==> src/rtl/sequence_generator_tx.sv <==
//------------------------------------------------------------------------------
// Module   : sequence_generator_tx
// Purpose  : Serial pattern transmitter, MSB first, programmable frame count
//            and inter-frame gap, with start/busy/done handshake.
// Revision : 1.0 - initial release
//------------------------------------------------------------------------------
`default_nettype none

module sequence_generator_tx #(
  parameter int               PAT_W   = 4,
  parameter logic [PAT_W-1:0] PATTERN = 4'b1011,
  parameter int               CNT_W   = 8,
  parameter int               GAP_W   = 4
) (
  input  logic             clk,
  input  logic             rst,
  input  logic             start,
  input  logic             stop,
  input  logic [CNT_W-1:0] repeat_cnt,
  input  logic [GAP_W-1:0] gap_len,
  output logic             serial_out,
  output logic             bit_valid,
  output logic             frame_end,
  output logic             busy,
  output logic             done
);

  localparam int                 c_IDX_W   = (PAT_W > 1) ? $clog2(PAT_W) : 1;
  localparam logic [c_IDX_W-1:0] c_MSB_IDX = c_IDX_W'(PAT_W - 1);
  localparam logic               c_ONE_BIT = (PAT_W == 1);

  typedef enum logic [1:0] {
    S_IDLE = 2'b00,
    S_SEND = 2'b01,
    S_GAP  = 2'b10,
    S_DONE = 2'b11
  } state_t;

  state_t             r_state, w_state_nxt;
  logic [c_IDX_W-1:0] r_bit_idx, w_bit_idx_nxt;
  logic [CNT_W-1:0]   r_frames_left, w_frames_nxt;
  logic [CNT_W-1:0]   r_rep_cnt, w_rep_nxt;
  logic [GAP_W-1:0]   r_gap_len, w_gap_len_nxt;
  logic [GAP_W-1:0]   r_gap_cnt, w_gap_cnt_nxt;
  logic               r_stop_seen, w_stop_nxt;
  logic               r_serial, w_serial_nxt;
  logic               r_valid, w_valid_nxt;
  logic               r_fend, w_fend_nxt;
  logic               r_busy, w_busy_nxt;
  logic               r_done, w_done_nxt;
  logic               w_stop_any;
  logic               w_last_frame;

  assign w_stop_any   = r_stop_seen | stop;
  assign w_last_frame = w_stop_any |
                        ((r_rep_cnt != '0) && (r_frames_left == CNT_W'(1)));

  always_comb begin
    w_state_nxt   = r_state;
    w_bit_idx_nxt = r_bit_idx;
    w_frames_nxt  = r_frames_left;
    w_rep_nxt     = r_rep_cnt;
    w_gap_len_nxt = r_gap_len;
    w_gap_cnt_nxt = r_gap_cnt;
    w_stop_nxt    = r_stop_seen;
    w_serial_nxt  = 1'b0;
    w_valid_nxt   = 1'b0;
    w_fend_nxt    = 1'b0;
    w_busy_nxt    = 1'b0;
    w_done_nxt    = 1'b0;

    case (r_state)
      S_IDLE: begin
        w_stop_nxt = 1'b0;
        if (start) begin
          w_rep_nxt     = repeat_cnt;
          w_gap_len_nxt = gap_len;
          w_frames_nxt  = repeat_cnt;
          w_bit_idx_nxt = c_MSB_IDX;
          w_serial_nxt  = PATTERN[PAT_W-1];
          w_valid_nxt   = 1'b1;
          w_fend_nxt    = c_ONE_BIT;
          w_busy_nxt    = 1'b1;
          w_state_nxt   = S_SEND;
        end
      end

      S_SEND: begin
        w_stop_nxt = w_stop_any;
        if (r_bit_idx != '0) begin
          w_bit_idx_nxt = r_bit_idx - c_IDX_W'(1);
          w_serial_nxt  = PATTERN[w_bit_idx_nxt];
          w_valid_nxt   = 1'b1;
          w_fend_nxt    = (w_bit_idx_nxt == '0);
          w_busy_nxt    = 1'b1;
        end else begin
          // Frame boundary: count it, then decide between stop, restart or gap.
          if (r_rep_cnt != '0) begin
            w_frames_nxt = r_frames_left - CNT_W'(1);
          end
          if (w_last_frame) begin
            w_done_nxt  = 1'b1;
            w_state_nxt = S_DONE;
          end else if (r_gap_len == '0) begin
            w_bit_idx_nxt = c_MSB_IDX;
            w_serial_nxt  = PATTERN[PAT_W-1];
            w_valid_nxt   = 1'b1;
            w_fend_nxt    = c_ONE_BIT;
            w_busy_nxt    = 1'b1;
          end else begin
            w_gap_cnt_nxt = r_gap_len;
            w_busy_nxt    = 1'b1;
            w_state_nxt   = S_GAP;
          end
        end
      end

      S_GAP: begin
        w_stop_nxt = w_stop_any;
        if (w_stop_any) begin
          w_done_nxt  = 1'b1;
          w_state_nxt = S_DONE;
        end else if (r_gap_cnt <= GAP_W'(1)) begin
          w_bit_idx_nxt = c_MSB_IDX;
          w_serial_nxt  = PATTERN[PAT_W-1];
          w_valid_nxt   = 1'b1;
          w_fend_nxt    = c_ONE_BIT;
          w_busy_nxt    = 1'b1;
          w_state_nxt   = S_SEND;
        end else begin
          w_gap_cnt_nxt = r_gap_cnt - GAP_W'(1);
          w_busy_nxt    = 1'b1;
        end
      end

      S_DONE: begin
        w_state_nxt = S_IDLE;
      end

      default: begin
        w_state_nxt = S_IDLE;
      end
    endcase
  end

  always_ff @(posedge clk or posedge rst) begin
    if (rst) begin
      r_state       <= S_IDLE;
      r_bit_idx     <= '0;
      r_frames_left <= '0;
      r_rep_cnt     <= '0;
      r_gap_len     <= '0;
      r_gap_cnt     <= '0;
      r_stop_seen   <= 1'b0;
      r_serial      <= 1'b0;
      r_valid       <= 1'b0;
      r_fend        <= 1'b0;
      r_busy        <= 1'b0;
      r_done        <= 1'b0;
    end else begin
      r_state       <= w_state_nxt;
      r_bit_idx     <= w_bit_idx_nxt;
      r_frames_left <= w_frames_nxt;
      r_rep_cnt     <= w_rep_nxt;
      r_gap_len     <= w_gap_len_nxt;
      r_gap_cnt     <= w_gap_cnt_nxt;
      r_stop_seen   <= w_stop_nxt;
      r_serial      <= w_serial_nxt;
      r_valid       <= w_valid_nxt;
      r_fend        <= w_fend_nxt;
      r_busy        <= w_busy_nxt;
      r_done        <= w_done_nxt;
    end
  end

  assign serial_out = r_serial;
  assign bit_valid  = r_valid;
  assign frame_end  = r_fend;
  assign busy       = r_busy;
  assign done       = r_done;

endmodule

`default_nettype wire
==> config.mk <==
export PLATFORM = sky130hd
export DESIGN_NAME = sequence_generator_tx
export DESIGN_NICKNAME = d
export VERILOG_FILES = /design/src/rtl/sequence_generator_tx.sv
export SDC_FILE = /design/constraint.sdc
export NUM_CORES = 1
export LEC_CHECK = 0
export ABC_AREA = 0
export CAP_MARGIN = 20
export CORE_AREA = 2 2 71 123
export CTS_CLUSTER_DIAMETER = 80
export DETAILED_ROUTE_END_ITERATION = 8
export DIE_AREA = 0 0 73 125
export PLACE_DENSITY_LB_ADDON = 0.05
export SYNTH_ARGS = -nofsm -noshare
export SYNTH_HDL_FRONTEND = slang
export SYNTH_SLANG_ARGS = --single-unit
==> constraint.sdc <==
create_clock -name clk -period 3 [get_ports clk]
set_input_delay 0.9 -clock clk [delete_from_list [all_inputs] [get_ports clk]]
set_output_delay 0.9 -clock clk [all_outputs]
set_load 0.02 [all_outputs]
==> impl_metrics.toml <==
[floorplan]
coreArea_um2 = 8200
fp.dieW_um = 73
pin_count = 21
start_util_pct = 24.1
die_h_um = 125
dieArea_um2 = 9130
rows = 44

[min_path]
hp-class = "register to register"
hold_start = "r_gap_cnt[1]"

[global_routing]
grt_antenna_before_repair = 0
grt_max_degree = 35
grt-ovfl-total = 0
grt_use_total_pct = 12.2
first_global_vias = 1637
grt_pass1_wl_um = 8430

[routing]
drt_wl_total_um = 5080
post_drt_wl_per_cell_um = 16.2
drc_errors = 0
drt.antenna.violating_nets = 0
drtIter0Drc = 99
vias_per_cell = 5.07
dr.pass1.iters = 4
vias = 1591

[finish]
layout.cells.non_filler = 314
area_growth_pct = 23.9
final_area_um2 = 2450
final_cell_mix = "34 x dfrtp_1, 20 x clkdlybuf4s50_1, 18 x nand2_1, 13 x inv_1, 13 x nor2_1"
regArea_um2 = 851
nets = 248
utilization_pct = 29.9
diodes = 0
layout_commonest_cell = "dfrtp_1"
fill_cells = 828
multi_input_area_um2 = 1030
drive_gt1_share_pct = 17.1

[status]
outcome = "complete, no violations"

[timing]
fin_setup_tns_ns = 0
finalHoldViolCount = 0
max_slew.worst_pin.slew_ns = 0.974
finalCritPeriodShare_pct = 85.6
finClkSkew_ns = 0.00490
slew_headroom_pct = 34.9
fmax_mhz = 389
period_minus_slack_ns = 2.57
maxSlewViolCount = 0
rsz0062_at_grt = "no"
setup_viol = 0

[yosys]
syn_nets = 223
async_reset_ff_share_pct = 100
synthDistinctLibCells = 52
synth-main-ff-cell = "dfrtp_1"
synth.cell_area_um2 = 1980
netlist_instances = 196
yosys_warnings = 0
synth_edf_count = 0
synth_area_per_cell_um2 = 10.1
yosysSeqAreaShare_pct = 43.0
synth-seq-cells = 34

[pwr]
powerDensity_nw_per_um2 = 1070
p_leak_nw = 1.01
peakVddDrop_mv = 0.425

[placed_design]
dpl.hpwl_um = 3840
place_area_um2 = 2280
dpl.cell_count = 306
placement.io_buffers = 20
gp_congestion = 0.840

[clocking]
ctsResizeCount = 0
insertion_delay_ns = 0.28
cts_setup_buffers = 0
cts.sinks = 34
clk_pin_slew_ns = 0.05
postCtsHoldBufs = 0
root_buffer = "clkbuf_16"
numCtsBuffers = 5
htree_levels = 2
cts_tree = "done"
clock_path_buffers = 2

[setup_path]
slowest_delay_ns = 0.51
crit_path_start = "stop"
start_kind = "input pin"
cp_max_fo = 4
endpoint_kind = "register"
rr_endpoint = "r_frames_left[6]"
r2r-start = "r_state[1]"
cp_slowest_cell = "or4_4"
worstPathCellList = "clkdlybuf4s50_1, or2_4, or4_4, a211oi_4, o2111ai_1, o211a_1"
worst-path-buf-inv = 1
worst-path-stages = 6
endpoint = "r_bit_idx[1]"
rr_worst_depth = 7
r2r_slack_ns = 0.50
cpLargestDelayFamily = "simple AND/OR/NAND/NOR gates"
cp.required_ns = 3.17
critPathKind = "input pin to register"
worstPathArrival_ns = 2.74

[flow_run]
maxCapViolCount = 0
[Yosys cell counts (2+ instances only)]
library cell / n / area, um2
and2_1: 2 / 12.5
inv_1: 13 / 48.8
o21ai_0: 11 / 55.1
nor2_1: 13 / 48.8
nand2_1: 18 / 67.6
a21oi_1: 10 / 50.1
buf_6: 2 / 22.5
nor3_1: 11 / 55.1
o22a_1: 5 / 43.8
mux2_2: 12 / 135
a31oi_1: 7 / 43.8
ha_1: 11 / 138
o32ai_1: 2 / 17.5
nand2b_1: 2 / 12.5
nor2b_1: 3 / 18.8
dfrtp_1: 34 / 851
a41oi_1: 2 / 17.5
o21ba_2: 2 / 20.0
clkbuf_1: 2 / 7.51
nor4_4: 2 / 42.5
[routing by layer]
layer | share of wire [%] | GRT usage [%] | up-vias
met1 | 36 | 12.3 | 786
li1 | - | - | 764
met4 | 2.3 | 5.56 | 0
met5 | 0 | 0 | -
met3 | 3.0 | 2.42 | 9
met2 | 58 | 22.8 | 32
[power by group]
| part | switching (mW) | leakage [nW] | internal [mW] |
|---|---|---|---|
| combinational | 0.616 | 0.525 | 0.527 |
| clock | 0.202 | 0.0836 | 0.389 |
| sequential | 0.215 | 0.403 | 0.680 |
| total | 1.03 | 1.01 | 1.60 |
[through the flow]
| stage | worst slack (ns) | power, mW | hold slack, ns |
|---|---|---|---|
| 6_report | 0.431 | 2.63 | 0.525 |
| 3_5_place_dp | 0.169 | 2.06 | 0.509 |
| 5_1_grt | 0.225 | 2.84 | 0.548 |
| 2_1_floorplan | 0.740 | 1.74 | 0.472 |
| 3_3_place_gp | 0.195 | 2.04 | 0.506 |
| 4_1_cts | 0.446 | 2.67 | 0.523 |
[worst min-delay path by stage]
stage / end / slack [ns] / cells past startpoint
floorplan: r_gap_cnt[1] / 0.47 / 2
global placement: r_frames_left[6] / 0.51 / 1
detailed placement: r_stop_seen / 0.51 / 1
CTS: r_stop_seen / 0.52 / 1
global route: r_stop_seen / 0.55 / 1
finish: r_gap_cnt[1] / 0.52 / 2
[worst register-to-register path: cells and delay by family, from the launching register on]
family                   cells  cell delay (ns)
adder cells (fa/ha/maj)      1             0.34
AND/OR/NAND/NOR              1             0.23
buffers and inverters        1             0.11
AO/OA/AOI/OAI                4             1.29
flip-flops                   1             0.42
[sequential cells by signal (all words and copies together), names as in the netlist]
register / cells
bit_valid: 1
busy: 1
done: 1
frame_end: 1
r_bit_idx: 2
r_frames_left: 8
r_gap_cnt: 4
r_gap_len: 4
r_rep_cnt: 8
r_state: 2
r_stop_seen: 1
serial_out: 1
[final cells by class]
class | instances | area share [%]
repair buffers | 24 | 9.40
multi-input cells | 142 | 42.3
flip-flops and latches | 34 | 34.7
clock inverters | 3 | 1.64
inverters | 14 | 2.15
clock buffers | 5 | 5.11
well taps | 92 | 4.70
[cells by family (layout without fill, tap and decap cells)]
kind of cell	count (synthesis)	in the layout	share of synthesized area, %
compound gates	56	56	20.5
fa+ha+maj	11	11	6.96
buf+inv	20	46	4.62
flops	34	34	43.0
mux	13	13	7.34
simple gates	62	62	17.5
(Power assumes the default switching activity.)
